## src/rtl/car_sensor_pkg.sv

```systemverilog
// Shared sensor-line encodings and crossing descriptors for the parking-lot
// sensor emulator and the detector that consumes its lines.
package car_sensor_pkg;

    localparam logic [1:0] SENS_NONE = 2'b00;
    localparam logic [1:0] SENS_A    = 2'b10;
    localparam logic [1:0] SENS_AB   = 2'b11;
    localparam logic [1:0] SENS_B    = 2'b01;

    typedef enum logic { DIR_ENTER, DIR_EXIT } dir_t;
    typedef enum logic { KIND_CAR, KIND_PED } kind_t;

    typedef enum logic [2:0] {
        S_IDLE,
        S_P1,
        S_P2,
        S_P3,
        S_GAP,
        S_DONE
    } state_t;

    // The first line to be obstructed is the one on the side the object comes from.
    function automatic logic [1:0] lead_pattern(dir_t dir);
        return (dir == DIR_ENTER) ? SENS_A : SENS_B;
    endfunction

    function automatic logic [1:0] trail_pattern(dir_t dir);
        return (dir == DIR_ENTER) ? SENS_B : SENS_A;
    endfunction

endpackage

```

## src/rtl/car_sensor_emulator_if.sv

```systemverilog
// Start handshake and emulated sensor lines between a stimulus controller
// (master) and the sensor emulator (slave).
interface car_sensor_emulator_if;
    logic start;
    logic dir;
    logic kind;
    logic ready;
    logic done;
    logic a;
    logic b;

    modport master (output start, output dir, output kind,
                    input ready, input done, input a, input b);
    modport slave  (input start, input dir, input kind,
                    output ready, output done, output a, output b);
endinterface

```

## src/rtl/car_sensor_emulator_phase_timer.sv

```systemverilog
// Per-state cycle counter: restarts at zero on load and flags the last cycle
// of a window of limit_i cycles.
module phase_timer #(
    parameter int WIDTH = 3
) (
    input  logic             clk,
    input  logic             reset_n,
    input  logic             load_i,
    input  logic             en_i,
    input  logic [WIDTH-1:0] limit_i,
    output logic             expire_o
);

    logic [WIDTH-1:0] count_q;
    logic [WIDTH-1:0] count_d;

    always_comb begin
        count_d = count_q;
        if (load_i) begin
            count_d = '0;
        end else if (en_i) begin
            count_d = count_q + WIDTH'(1);
        end
    end

    always_ff @(posedge clk or negedge reset_n) begin
        if (!reset_n) begin
            count_q <= '0;
        end else begin
            count_q <= count_d;
        end
    end

    assign expire_o = en_i && (count_q == (limit_i - WIDTH'(1)));

endmodule

```

## src/rtl/car_sensor_emulator.sv

```systemverilog
// Drives the a/b photo-sensor lines with the timed pattern of a car or
// pedestrian crossing in the requested direction, one crossing per start.
module car_sensor_emulator
    import car_sensor_pkg::*;
#(
    parameter int PHASE_CYCLES = 4,
    parameter int GAP_CYCLES   = 2
) (
    input  logic                 clk,
    input  logic                 reset_n,
    car_sensor_emulator_if.slave bus
);

    localparam int MAX_CYCLES = (PHASE_CYCLES > GAP_CYCLES) ? PHASE_CYCLES : GAP_CYCLES;
    localparam int CW         = $clog2(MAX_CYCLES + 1);

    state_t         state_q, state_d;
    dir_t           dir_q, dir_d;
    kind_t          kind_q, kind_d;
    logic           ready;
    logic           accept;
    logic           timer_load;
    logic           timer_en;
    logic           timer_expire;
    logic [CW-1:0]  timer_limit;
    logic [1:0]     sens;

    assign ready       = (state_q == S_IDLE) || (state_q == S_DONE);
    assign accept      = bus.start && ready;
    assign timer_en    = (state_q == S_P1) || (state_q == S_P2) ||
                         (state_q == S_P3) || (state_q == S_GAP);
    assign timer_limit = (state_q == S_GAP) ? CW'(GAP_CYCLES) : CW'(PHASE_CYCLES);
    assign timer_load  = (state_d != state_q);

    phase_timer #(.WIDTH(CW)) u_timer (
        .clk      (clk),
        .reset_n  (reset_n),
        .load_i   (timer_load),
        .en_i     (timer_en),
        .limit_i  (timer_limit),
        .expire_o (timer_expire)
    );

    always_comb begin
        state_d = state_q;
        dir_d   = dir_q;
        kind_d  = kind_q;
        if (accept) begin
            dir_d  = dir_t'(bus.dir);
            kind_d = kind_t'(bus.kind);
        end
        case (state_q)
            S_IDLE, S_DONE: state_d = accept ? S_P1 : S_IDLE;
            S_P1: if (timer_expire) state_d = (kind_q == KIND_PED) ? S_GAP : S_P2;
            S_P2: if (timer_expire) state_d = S_P3;
            S_P3: if (timer_expire) state_d = S_GAP;
            S_GAP: if (timer_expire) state_d = S_DONE;
            default: state_d = S_IDLE;
        endcase
    end

    always_ff @(posedge clk or negedge reset_n) begin
        if (!reset_n) begin
            state_q <= S_IDLE;
            dir_q   <= DIR_ENTER;
            kind_q  <= KIND_CAR;
        end else begin
            state_q <= state_d;
            dir_q   <= dir_d;
            kind_q  <= kind_d;
        end
    end

    // Lines decode from registered state only, so reset clears them immediately.
    always_comb begin
        sens = SENS_NONE;
        case (state_q)
            S_P1:    sens = lead_pattern(dir_q);
            S_P2:    sens = SENS_AB;
            S_P3:    sens = trail_pattern(dir_q);
            default: sens = SENS_NONE;
        endcase
    end

    assign bus.a     = sens[1];
    assign bus.b     = sens[0];
    assign bus.ready = ready;
    assign bus.done  = (state_q == S_DONE);

endmodule

```

## src/flat_wrapper.sv

```systemverilog
// flat-port wrapper written by rule: the top's interface ports become plain ports
module car_sensor_emulator_flat import car_sensor_pkg::*;
#(
    parameter int PHASE_CYCLES = 4,
    parameter int GAP_CYCLES   = 2
)
  (clk, reset_n, bus_start, bus_dir, bus_kind, bus_ready, bus_done, bus_a, bus_b);
  car_sensor_emulator_if bus_i ();
  input  logic clk;
  input  logic reset_n;
  input wire logic [$bits(bus_i.start)-1:0] bus_start;
  input wire logic [$bits(bus_i.dir)-1:0] bus_dir;
  input wire logic [$bits(bus_i.kind)-1:0] bus_kind;
  output wire logic [$bits(bus_i.ready)-1:0] bus_ready;
  output wire logic [$bits(bus_i.done)-1:0] bus_done;
  output wire logic [$bits(bus_i.a)-1:0] bus_a;
  output wire logic [$bits(bus_i.b)-1:0] bus_b;
  assign bus_i.start = bus_start;
  assign bus_i.dir = bus_dir;
  assign bus_i.kind = bus_kind;
  assign bus_ready = bus_i.ready;
  assign bus_done = bus_i.done;
  assign bus_a = bus_i.a;
  assign bus_b = bus_i.b;
  car_sensor_emulator #(.PHASE_CYCLES(PHASE_CYCLES), .GAP_CYCLES(GAP_CYCLES)) u_core (.clk(clk), .reset_n(reset_n), .bus(bus_i));
endmodule
```

## config.mk

```make
export PLATFORM = sky130hd
export DESIGN_NAME = car_sensor_emulator_flat
export DESIGN_NICKNAME = d
export VERILOG_FILES = /design/src/rtl/car_sensor_pkg.sv /design/src/rtl/car_sensor_emulator_if.sv /design/src/rtl/car_sensor_emulator_phase_timer.sv /design/src/rtl/car_sensor_emulator.sv /design/src/flat_wrapper.sv
export SDC_FILE = /design/constraint.sdc
export NUM_CORES = 1
export LEC_CHECK = 0
export ABC_AREA = 1
export BUFFER_PORTS_ARGS = -buffer_cell sky130_fd_sc_hd__buf_2
export CAP_MARGIN = 20
export CORE_MARGIN = 1
export CORE_UTILIZATION = 29
export CTS_CLUSTER_DIAMETER = 30
export CTS_CLUSTER_SIZE = 14
export DETAILED_ROUTE_END_ITERATION = 6
export GPL_TIMING_DRIVEN = 0
export HOLD_SLACK_MARGIN = 0.08
export SYNTH_ARGS = -nofsm -noshare
export SYNTH_HDL_FRONTEND = slang
export SYNTH_SLANG_ARGS = --single-unit
```

## constraint.sdc

```tcl
create_clock -name clk -period 3.1 [get_ports clk]
set_input_delay 0.62 -clock clk [delete_from_list [all_inputs] [get_ports clk]]
set_output_delay 0.62 -clock clk [all_outputs]
set_load 0.01 [all_outputs]
```

== After elaboration in Yosys (flattened, before gate mapping) ==
Cells that the tools add are included.

* Register bits after elaboration: 8
* Logic and storage cells: 35
* Output and inout port bits: 4

* Equality and inequality tests: 7
* Multiplexer cells: 13
* Reductions and logical operators: 9
* Add/sub/neg operators: 2

{| class="wikitable"
|+ Operators by type and width
! operator !! number
|-
| $mux W3 || 8
|-
| $pmux W3 S5 || 1
|-
| $eq A3 B2 Y1 const B || 2
|-
| $eq A3 B3 Y1 const B || 2
|-
| $pmux W2 S3 || 1
|-
| $logic_or A1 B1 Y1 || 4
|-
| $mux W2 || 2
|-
| $add A3 B1 Y3 const B || 1
|-
| $eq A3 B1 Y1 const B || 1
|-
| $eq A3 B3 Y1 || 1
|-
| $logic_not A3 Y1 || 1
|-
| $ne A3 B3 Y1 || 1
|-
| $sub A3 B1 Y3 const B || 1
|-
| $logic_and A1 B1 Y1 || 2
|-
| $reduce_bool A2 Y1 || 1
|-
| $reduce_or A2 Y1 || 1
|-
| $mux W1 || 1
|}

== Longest topological paths before layout ==
* Depth after elaboration: 9
* Depth in mapped cells: 12

== Cells and area by module ==
From an unflattened synthesis, not the netlist that was laid out.

* Cells, all modules: 93
* Area total of the unflattened synthesis: 645.6 sq um

{| class="wikitable"
|+ Modules (own cells, without submodules)
! module !! instances !! area each (sq um) !! seq. area each (sq um) !! cells each
|-
| car_sensor_emulator || 1 || 412.9 || 125.1 || 56
|-
| phase_timer || 1 || 232.7 || 75.1 || 37
|}

== Worst setup path after synthesis ==
OpenSTA, ideal clock, no wires.

* Path kind: reg2out
* Start point: register u_core.state_q[1]
* End point: output bus_a
* Path slack: 1.396 ns
* Path buffers: 0
* Arrival time: 1.084 ns
* Stages on the path, launching flop included: 6
* Data required time: 2.480 ns
* Path through: dfrtp_1 > inv_1 > nand2_1 > nor2_1 > inv_1 > o21ai_0

* Longest elaborated chain between the ends: 2
* Elaborated cells on any way between the ends: 4

{| class="wikitable"
|+ RTL lines
! item !! line !! source
|-
| start: declaration || car_sensor_emulator.sv:17 || <nowiki>state_t state_q, state_d;</nowiki>
|-
| start signal: assignment || car_sensor_emulator.sv:68 || <nowiki>state_q <= state_d;</nowiki>
|-
| $eq A3 B2 Y1 or $eq A3 B1 Y1 (tied branches) || car_sensor_emulator.sv:77 || <nowiki>case (state_q)</nowiki>
|-
| $pmux W2 S3 (*) || car_sensor_emulator.sv:77 ||
|-
| end: declaration || flat_wrapper.sv:16 || <nowiki>output wire logic [$bits(bus_i.a)-1:0] bus_a;</nowiki>
|}

Every way passes the cells marked *; elsewhere a longest branch is shown, timed or not.

== Final worst setup path ==
Ends and elaborated chain as after synthesis.

==> flow_summary.yaml <==
status:
  outcome: "finished clean"
timing:
  max_freq_mhz: 480.7
  fin_crit_ns: 2.080
  rsz0062_at_grt: "false"
  setup_viol: 0
  timing.final.crit_share: 0.6711
  max_slew.worst_pin.slew_ns: 0.2636
  setup_tns_ns: 0
  fin_skew_ns: 0.003930
  slew_viol_final: 0
  slew_headroom: 0.8243
  hold_viol: 0
drt:
  vias: 461
  wire_per_inst_um: 10.01
  drc: 0
  dr.pass1.iters: 4
  drt_iter0_drc: 6
  viasPerCell: 4.476
  wirelength_mm: 1.031
  postRouteAntennaNets: 0
power_and_ir_drop:
  vdd_drop_max_mv: 0.3698
  cellPowerDensity_nw_per_um2: 997.4
  leakage_nw: 0.3202
yosys:
  async_reset_ff_frac: 1.000
  synth_top_area_share: 0.3636
  synth_cells: 67
  synth.most_common_cell: "nand2_1"
  syn-cell-area_um2: 550.5
  synth_common_cells: "nand2_1 (9), dfrtp_1 (8), nor2_1 (8)"
  synth_edf_count: 0
  synth.largest_area_cell: "dfrtp_1"
  yosys_warnings: 0
  synth.avg_cell_area_um2: 8.217
  ys_types: 23
  synth-seq-cells: 8
  syn_nets: 73
  synth_flop_cell: "dfrtp_1"
  seq_area_frac_synth: 0.3636
  synthTopCellsByArea: "dfrtp_1 (36%), nand2_2 (6.8%), nand2_1 (6.1%)"
critical_path:
  cp-end-kind: "output pin"
  slowest_delay_ns: 0.46
  cp.depth: 6
  worstPathArrival_ns: 1.46
  cp.required_ns: 2.48
  cpMostUsedCell: "inv_1"
  cp_max_fo: 4
  rr_startpoint: "u_core.state_q[1]"
  path_buf_inv: 3
  reg2reg_depth: 5
  crit_type: "flip-flop to output pin"
  path_cells: "inv_1, nand2_1, nor2_1, inv_1, o21ai_0, buf_2"
  critPathLaunch: "u_core.state_q[1]"
  path_delay_family: "flip-flops"
  crit_slowest_cell: "dfrtp_1"
  start_kind: "flip-flop"
die:
  die_area_um2: 2077
  fp.dieH_um: 45.57
  fp.dieW_um: 45.57
  start_util: 0.3154
  ios: 9
  coreArea_um2: 1745
  row_count: 15
cts:
  hold_buffers: 0
  path_clk_slew_ns: 0.05
  cts_buffers: 3
  clock_sinks: 8
  clock_path_buffers: 2
  postCtsSetupRepairBufs: 0
  clock_latency_ns: 0.25
  cts_tree: "done"
  cts_resized: 0
  clock_tree.root_cell: "clkbuf_4"
  cts_max_level: 1
worst_hold_path:
  hold_class: "input port to asynchronous set/reset pin"
global_routing:
  grt_antenna_before_repair: 0
  grt_max_degree: 9
  grt-ovfl-total: 0
  grt.total_usage: 0.1254
  grt_pass1_vias: 411
  grt_pass1_wl_mm: 1.787
cells_and_area:
  drive_gt1_frac: 0.3333
  area_growth_pct: 17.05
  diodes: 0
  utilization: 0.3692
  design_area_um2: 644.4
  nNetsFinal: 86
placement:
  gp_congestion: 0.8015
  port-buffer-count: 8
  dp_hpwl_um: 830.6
  place_area_um2: 621.8
run:
  drv_cap: 0
[registers in the layout, indices dropped and copies added (netlist names)]
signal and flops:
u_core.dir_q 1, u_core.state_q 3, u_core.kind_q 1, u_core.u_timer.count_q 3
[routing by layer]
| metal | GRT usage | vias to the layer above | routed length [µm] | share of wire |
|---|---|---|---|---|
| li1 | - | 244 | - | - |
| met3 | 0.02381 | 2 | 31 | 0.030 |
| met2 | 0.1686 | 7 | 472 | 0.46 |
| met4 | 0.09091 | 0 | 18 | 0.017 |
| met5 | 0 | - | 0 | 0 |
| met1 | 0.1756 | 208 | 508 | 0.49 |
[final cells by class]
class | instances | area [µm²]
plain buffers | 1 | 11.26
clock buffers | 3 | 22.52
fillers | 178 | 1101
inverters | 10 | 37.54
multi-input cells | 48 | 301.5
flip-flops and latches | 8 | 200.2
well taps | 25 | 31.28
repair buffers | 8 | 40.04
[where the power goes]
part           switching (mW)  leakage (nW)  internal, mW
logic                   0.232         0.206         0.144
registers              0.0415         0.101         0.147
clock network          0.0346        0.0138        0.0442
total                   0.308         0.320         0.335
[final timing paths]
path                                endpoint  slack [ns]
hold / removal             u_core.state_q[2]        0.20
max in group asynchronous  u_core.state_q[0]        2.72
setup reg to reg               u_core.kind_q        1.66
hold reg to reg                u_core.kind_q        0.55
min in group clk               u_core.kind_q        0.55
setup / recovery                       bus_a        1.02
[worst register-to-register path: stages, from the launching register on]
cell and delay, ns:
dfrtp_1 0.46, inv_1 0.13, nand2_1 0.10, o21ai_2 0.19
nand2_2 0.12, mux2_1 0.32
[logic make-up (layout without fill, tap and decap cells)]
group                    count (synthesis)  after routing  share of synthesized area
XOR/XNOR                                 2              2                    0.03182
adder cells (fa/ha/maj)                  1              1                    0.02272
AO/OA/AOI/OAI                           12             12                     0.1341
AND/OR/NAND/NOR                         32             32                     0.3387
flip-flops                               8              8                     0.3636
buffers and inverters                   11             22                    0.08864
multiplexers                             1              1                    0.02045
[cell usage in the layout (no fill, tap or decap), types with 2 or more instances in the layout]
| cell type | netlist | layout |
|---|---|---|
| o21ai_1 | 2 | 2 |
| xor2_1 | 2 | 2 |
| nor2_1 | 8 | 8 |
| nand3_1 | 4 | 4 |
| nand2_2 | 6 | 6 |
| clkbuf_4 | 0 | 3 |
| nand2_1 | 9 | 9 |
| o21ai_0 | 5 | 5 |
| inv_1 | 7 | 7 |
| inv_2 | 3 | 3 |
| dfrtp_1 | 8 | 8 |
| buf_2 | 0 | 8 |
[metrics by stage]
stage               total power, mW  setup slack [ns]  std cells  hold slack [ns]
finish                       0.6427             1.020        103           0.2032
detailed placement           0.5665             1.299        100           0.4829
global route                 0.7171            0.9061        103           0.2060
global placement             0.5652             1.301        100           0.4789
CTS                          0.6516             1.009        103           0.2038
floorplan                    0.4825             1.396         67           0.3244
No activity file was read; power rests on OpenSTA's default activity.
